### src/rtl/ssp_pkg.sv
// Shared SSP definitions: parameter limits, SSPSR/SSPRIS bit positions
// and a legality helper used by the FIFO elaboration check.
package ssp_pkg;

    // Legal range of the stored word width (SSPCR0.DSS range)
    localparam int DATA_W_MIN = 4;
    localparam int DATA_W_MAX = 16;

    // Legal range of the FIFO depth
    localparam int DEPTH_MIN = 2;
    localparam int DEPTH_MAX = 256;

    // SSPSR bit positions
    localparam int SSPSR_TFE = 0;
    localparam int SSPSR_TNF = 1;
    localparam int SSPSR_RNE = 2;
    localparam int SSPSR_RFF = 3;
    localparam int SSPSR_BSY = 4;

    // SSPRIS bit positions
    localparam int SSPRIS_RORRIS = 0;
    localparam int SSPRIS_RTRIS  = 1;
    localparam int SSPRIS_RXRIS  = 2;
    localparam int SSPRIS_TXRIS  = 3;

    // True when a width/depth pair lies inside the supported limits
    function automatic bit fifo_params_legal(input int data_w, input int depth);
        return (data_w >= DATA_W_MIN) && (data_w <= DATA_W_MAX) &&
               (depth >= DEPTH_MIN) && (depth <= DEPTH_MAX);
    endfunction

endpackage

### src/rtl/ssp_fifo_if.sv
// Push/pop handshake bundle of the SSP FIFO.
// master: the side that produces words and consumes the head.
// slave:  the FIFO itself.
interface ssp_fifo_if #(
    parameter int DATA_W = 16
);

    logic              wr_valid;
    logic              wr_ready;
    logic [DATA_W-1:0] wr_data;
    logic              rd_valid;
    logic              rd_ready;
    logic [DATA_W-1:0] rd_data;

    modport master (
        output wr_valid,
        output wr_data,
        output rd_ready,
        input  wr_ready,
        input  rd_valid,
        input  rd_data
    );

    modport slave (
        input  wr_valid,
        input  wr_data,
        input  rd_ready,
        output wr_ready,
        output rd_valid,
        output rd_data
    );

endinterface

### src/rtl/ssp_fifo.sv
// Parametrised first-word-fall-through FIFO for the SSP TX and RX paths.
// Keeps an explicit occupancy counter, registered empty/full/watermark
// flags and a sticky overrun bit. Pointers wrap explicitly, so any depth
// in range works, not just powers of two.
// Optional feature macro: SSP_FIFO_WM_PROG_EN -- when defined the watermark
// threshold comes from the wm_thresh port, otherwise it is DEPTH/2.
module ssp_fifo
    import ssp_pkg::*;
#(
    parameter  int DATA_W = 16,
    parameter  int DEPTH  = 8,
    localparam int LVL_W  = $clog2(DEPTH + 1)
) (
    input  logic             PCLK,
    input  logic             PRESET,
    input  logic             clr,
    ssp_fifo_if.slave        bus,
    output logic [LVL_W-1:0] level,
    output logic             empty,
    output logic             full,
    output logic             low_wm,
    output logic             high_wm,
    output logic             ovr,
    input  logic             ovr_clr
`ifdef SSP_FIFO_WM_PROG_EN
    ,
    input  logic [LVL_W-1:0] wm_thresh
`endif
);

    localparam int               PTR_W    = $clog2(DEPTH);
    localparam logic [PTR_W-1:0] PTR_LAST = PTR_W'(DEPTH - 1);
    localparam logic [LVL_W-1:0] LVL_FULL = LVL_W'(DEPTH);

    if (!fifo_params_legal(DATA_W, DEPTH)) begin : g_bad_params
        $error("ssp_fifo: DATA_W/DEPTH outside supported limits");
    end

    logic [DATA_W-1:0] mem [DEPTH];
    logic [PTR_W-1:0]  wr_ptr;
    logic [PTR_W-1:0]  rd_ptr;
    logic [LVL_W-1:0]  level_nxt;
    logic [LVL_W-1:0]  thresh;
    logic              do_push;
    logic              do_pop;
    logic              overrun;

`ifdef SSP_FIFO_WM_PROG_EN
    assign thresh = wm_thresh;
`else
    assign thresh = LVL_W'(DEPTH / 2);
`endif

    // Advance a pointer, wrapping from the last entry back to zero
    function automatic logic [PTR_W-1:0] next_ptr(input logic [PTR_W-1:0] p);
        return (p == PTR_LAST) ? '0 : p + 1'b1;
    endfunction

    // Handshake outputs follow the registered flags; the head word reads as zero while empty
    assign bus.wr_ready = !full;
    assign bus.rd_valid = !empty;
    assign bus.rd_data  = empty ? '0 : mem[rd_ptr];

    // Decide this cycle's push/pop/overrun and the occupancy after the edge
    always_comb begin
        do_pop    = !empty && bus.rd_ready;
        do_push   = bus.wr_valid && (!full || do_pop);
        overrun   = bus.wr_valid && full && !do_pop && !clr;
        level_nxt = level;
        if (clr) begin
            level_nxt = '0;
        end else if (do_push && !do_pop) begin
            level_nxt = level + 1'b1;
        end else if (do_pop && !do_push) begin
            level_nxt = level - 1'b1;
        end
    end

    // Storage write; contents are never reset because they are only visible when non-empty
    always_ff @(posedge PCLK) begin
        if (do_push && !clr) begin
            mem[wr_ptr] <= bus.wr_data;
        end
    end

    // Pointers, occupancy and flags, all derived from the next-state level
    always_ff @(posedge PCLK or posedge PRESET) begin
        if (PRESET) begin
            wr_ptr  <= '0;
            rd_ptr  <= '0;
            level   <= '0;
            empty   <= 1'b1;
            full    <= 1'b0;
            low_wm  <= 1'b1;
            high_wm <= 1'b0;
        end else begin
            if (clr) begin
                wr_ptr <= '0;
                rd_ptr <= '0;
            end else begin
                if (do_push) begin
                    wr_ptr <= next_ptr(wr_ptr);
                end
                if (do_pop) begin
                    rd_ptr <= next_ptr(rd_ptr);
                end
            end
            level   <= level_nxt;
            empty   <= (level_nxt == '0);
            full    <= (level_nxt == LVL_FULL);
            low_wm  <= (level_nxt <= thresh);
            high_wm <= (level_nxt >= thresh);
        end
    end

    // Sticky overrun: a new overrun beats a same-cycle clear, flush leaves it alone
    always_ff @(posedge PCLK or posedge PRESET) begin
        if (PRESET) begin
            ovr <= 1'b0;
        end else if (overrun) begin
            ovr <= 1'b1;
        end else if (ovr_clr) begin
            ovr <= 1'b0;
        end
    end

endmodule

### src/flat_wrapper.sv
// flat-port wrapper written by rule: the top's interface ports become plain ports
module ssp_fifo_flat import ssp_pkg::*;
#(
    parameter  int DATA_W = 16,
    parameter  int DEPTH  = 8,
    localparam int LVL_W  = $clog2(DEPTH + 1)
)
  (PCLK, PRESET, clr, level, empty, full, low_wm, high_wm, ovr, ovr_clr, bus_wr_valid, bus_wr_data, bus_rd_ready, bus_wr_ready, bus_rd_valid, bus_rd_data);
  ssp_fifo_if #(.DATA_W(DATA_W)) bus_i ();
  input  logic PCLK;
  input  logic PRESET;
  input  logic clr;
  output logic [LVL_W-1:0] level;
  output logic empty;
  output logic full;
  output logic low_wm;
  output logic high_wm;
  output logic ovr;
  input  logic ovr_clr;
  input wire logic [$bits(bus_i.wr_valid)-1:0] bus_wr_valid;
  input wire logic [$bits(bus_i.wr_data)-1:0] bus_wr_data;
  input wire logic [$bits(bus_i.rd_ready)-1:0] bus_rd_ready;
  output wire logic [$bits(bus_i.wr_ready)-1:0] bus_wr_ready;
  output wire logic [$bits(bus_i.rd_valid)-1:0] bus_rd_valid;
  output wire logic [$bits(bus_i.rd_data)-1:0] bus_rd_data;
  assign bus_i.wr_valid = bus_wr_valid;
  assign bus_i.wr_data = bus_wr_data;
  assign bus_i.rd_ready = bus_rd_ready;
  assign bus_wr_ready = bus_i.wr_ready;
  assign bus_rd_valid = bus_i.rd_valid;
  assign bus_rd_data = bus_i.rd_data;
  ssp_fifo #(.DATA_W(DATA_W), .DEPTH(DEPTH)) u_core (.PCLK(PCLK), .PRESET(PRESET), .clr(clr), .bus(bus_i), .level(level), .empty(empty), .full(full), .low_wm(low_wm), .high_wm(high_wm), .ovr(ovr), .ovr_clr(ovr_clr));
endmodule
### config.mk
export PLATFORM = sky130hd
export DESIGN_NAME = ssp_fifo_flat
export DESIGN_NICKNAME = d
export VERILOG_FILES = /design/src/rtl/ssp_pkg.sv /design/src/rtl/ssp_fifo_if.sv /design/src/rtl/ssp_fifo.sv /design/src/flat_wrapper.sv
export SDC_FILE = /design/constraint.sdc
export NUM_CORES = 1
export LEC_CHECK = 0
export ABC_AREA = 1
export BUFFER_PORTS_ARGS = -buffer_cell sky130_fd_sc_hd__buf_2
export CORE_MARGIN = 3
export CORE_UTILIZATION = 66
export CTS_BUF_LIST = sky130_fd_sc_hd__clkbuf_4
export DETAILED_ROUTE_END_ITERATION = 10
export PLACE_DENSITY = 0.9
export SYNTH_ARGS = -nofsm -noshare
export SYNTH_HDL_FRONTEND = slang
export SYNTH_SLANG_ARGS = --single-unit
### constraint.sdc
create_clock -name PCLK -period 5.61 [get_ports PCLK]
set_input_delay 1.4025 -clock PCLK [delete_from_list [all_inputs] [get_ports PCLK]]
set_output_delay 1.4025 -clock PCLK [all_outputs]
set_load 0.01 [all_outputs]
==> impl_metrics.ini <==
[finish]
layout.cells.most_common_list = sky130_fd_sc_hd__nor2_1 (138), sky130_fd_sc_hd__edfxtp_1 (128), sky130_fd_sc_hd__o21ai_1 (73), sky130_fd_sc_hd__buf_2 (48), sky130_fd_sc_hd__o21ai_0 (46)
nNetsFinal = 591
area_growth_syn_to_layout_pct = 10.62
n_fill_cell = 538
mostFrequentLayoutCell = sky130_fd_sc_hd__nor2_1
multi_input_area_sq_mm = 0.001493
seqCellArea_sq_mm = 0.004223
drive_above_1_share = 0.1930

[sta]
sum_of_negative_setup_slack_ns = 0
max-slew-margin-rel = 0.2261
layout_worst_path_cycle_share = 0.7450
worst_setup_slack_final_ns = 1.430
slew_violations = 0
timing.final.hold_violations = 0
max_freq_mhz = 239.3
setup_repair_after_global_routing_missed_its_margin = no
final.min_clock_period_ns = 4.180
finClkSkew_ns = 0.01542
tightestPinTransition_ns = 1.161
finalSetupViolCount = 0

[grt]
antenna_found_initial = 0
first_global_vias = 3911
grt_pass1_wl_microns = 19570
global_route_congestion_overflow_total = 0
grt_start_max_net_pins = 67
groute.usage.overall = 0.2582

[clocking]
numClockSinks = 143
number_of_buffers_inserted_to_repair_setup_after_cts = 0
ctsHtreeMaxLevel = 4
clkLatencyLatePin_ns = 0.52
worst_setup_hold_path_clk_slew_ns = 0.12
cts_resized = 0
clockBufferDepth = 2
postCtsHoldBufs = 0
cts_tree = done
clockRootBuffer = sky130_fd_sc_hd__clkbuf_4
numCtsBuffers = 17

[setup_path]
criticalPathCategory = reg2out
crit_path_max_fanout = 39
crit_path_cell_trace = buf_4, o21ai_0, o21ai_1, nor2_1, nor2_1, buf_2
timing.critical_path.mode_cell = sky130_fd_sc_hd__nor2_1
arrival_ns = 2.78
slowest_stage = sky130_fd_sc_hd__dfrtp_1
start_kind = flip-flop
critical-path-max-stage-delay_ns = 1.13
ff2ff_setup_slack_ns = 2.95
endpoint_kind = output pin
required_ns = 4.21

[floorplan]
die_area_sq_mm = 0.01023
initial_utilization = 0.6818
placement_rows = 34
num_io_pins = 49
fp.coreArea_sq_mm = 0.008763
die_extent_in_y_microns = 101.1
die_x_microns = 101.1

[drt]
routed_wirelength_microns = 12520
drt_first_iter_violations = 460
drcViolationCount = 0
drt-wirelength-per-cell_microns = 18.30
dr_total_vias = 4042
drt.antenna.violating_nets = 0
detailedRoute.firstPassIterationCount = 5
routed_via_density = 5.909

[placement]
placement.io_buffers = 48
hpwl_detailed_microns = 7473
placement.setup.worst_slack_ns = 2.004
globalplace.congestion = 0.8092

[worst_hold_path]
hp-class = reg2reg

[power_and_ir_drop]
power.clock.fraction = 0.283
vdd_drop_max_mv = 0.2396
power.density_mw_per_mm2 = 405.3
cellInternalPower_w = 0.001833
share_comb_of_total_power = 0.248
sequential_power_share = 0.469
netSwitchingFraction = 0.3158
switching_power_of_the_nets_w = 0.0008457
p_leak_nw = 2.487

[synthesis]
share_of_synthesized_flip_flops_with_an_asynchronous_set_or_reset = 0.1049
yosys_warnings = 0
syn_area_per_cell_sq_um = 11.69
synth.ff_latch_count = 143
number_of_enable_type_register_cells_in_the_synthesized_netlist = 128
synth_fp_nets = 539
synth-seq-area-share = 0.7066
netlist_area_sq_mm = 0.005974
yosys.cell_types.count = 28
yosys_most_used_dff = sky130_fd_sc_hd__edfxtp_1
postSynthCellCount = 511

[outcome]
outcome = finished, final reports clean

[job]
maxCapViolations = 0
[power by group through the flow]
stage	logic [W]	registers [W]	clock network, W
3_3_place_gp	0.000624	0.00128	0
4_1_cts	0.000664	0.00126	0.000765
5_1_grt	0.000741	0.00127	0.000817
2_1_floorplan	0.000492	0.00126	0
6_report	0.000663	0.00126	0.000758
3_5_place_dp	0.000657	0.00128	0
[synth_stat cells, types with 2 or more instances]
cell type	count	share of area
sky130_fd_sc_hd__dfrtp_1	13	0.054
sky130_fd_sc_hd__inv_2	4	0.0025
sky130_fd_sc_hd__ha_1	6	0.013
sky130_fd_sc_hd__edfxtp_1	128	0.64
sky130_fd_sc_hd__buf_6	6	0.011
sky130_fd_sc_hd__dfstp_2	2	0.0088
sky130_fd_sc_hd__buf_4	2	0.0025
sky130_fd_sc_hd__nand3_1	9	0.0075
sky130_fd_sc_hd__nand2_1	26	0.016
sky130_fd_sc_hd__nand2_2	3	0.0031
sky130_fd_sc_hd__o21ai_1	73	0.061
sky130_fd_sc_hd__o21ai_0	46	0.039
sky130_fd_sc_hd__nor2_1	138	0.087
sky130_fd_sc_hd__buf_2	13	0.011
sky130_fd_sc_hd__nand4_1	3	0.0031
sky130_fd_sc_hd__nand3_2	4	0.0067
sky130_fd_sc_hd__clkbuf_1	4	0.0025
sky130_fd_sc_hd__nor2_2	3	0.0031
sky130_fd_sc_hd__inv_1	19	0.012
[worst max-delay path: cells and delay by family, from the launching register on]
kind	cells	cell delay, ns
AO/OA/AOI/OAI	2	0.31
buffers and inverters	2	0.59
flip-flops	1	1.13
AND/OR/NAND/NOR	2	0.21
[flip-flops by register name, indices dropped and copies added (netlist names)]
name,count
u_core.ovr,1
u_core.low_wm,1
u_core.level,4
u_core.mem,128
u_core.full,1
u_core.wr_ptr,3
u_core.rd_ptr,3
u_core.empty,1
u_core.high_wm,1
[routing by layer]
metal  wire, microns  GRT usage  part of all wire  up-vias
met3             991    0.06061             0.079       28
met4             272    0.09918             0.022        0
li1                -          -                 -     1887
met1            4771     0.3325              0.38     1931
met5               0          0                 0        -
met2            6483     0.4306              0.52      196
[metrics by stage]
stage	total power (W)	util	instances	hold WS [ns]	area [sq um]
finish	0.002678	0.7541	684	0.5333	6609
detailed placement	0.001936	0.7147	652	0.5165	6264
global placement	0.001900	0.7147	652	0.5039	6264
floorplan	0.001753	-	511	0.5489	5974
CTS	0.002685	0.7539	683	0.5354	6606
global route	0.002823	0.7539	683	0.5629	6606
[area by class of cell]
cell class,instances,share of cell area
diodes,1,0.0003786
clock buffers,17,0.01931
clock inverters,14,0.03256
inverters,25,0.01477
multi-input cells,318,0.2259
flip-flops and latches,143,0.6390
well taps,108,0.02045
repair buffers,58,0.04771
[path summary, 6_finish.rpt]
path                       depth (start not counted)              from          endpoint
hold reg to reg                                    2        u_core.ovr        u_core.ovr
max in group asynchronous                          2            PRESET  u_core.rd_ptr[0]
setup / recovery                                   6  u_core.rd_ptr[1]   bus_rd_data[14]
min in group asynchronous                          2            PRESET  u_core.rd_ptr[2]
setup reg to reg                                   8      u_core.empty  u_core.mem[4][2]
hold / removal                                     2        u_core.ovr        u_core.ovr
[cell families (layout without fill, tap and decap cells)]
kind of cell             after synthesis  after routing  synth area share
AO/OA/AOI/OAI                        121            121            0.1022
XOR/XNOR                               1              1          0.001466
adder cells (fa/ha/maj)                6              6           0.01257
buffers and inverters                 50            114           0.04356
flip-flops                           143            143            0.7066
other                                  0              1                 0
AND/OR/NAND/NOR                      190            190            0.1336
No activity file was read; power rests on OpenSTA's default activity.
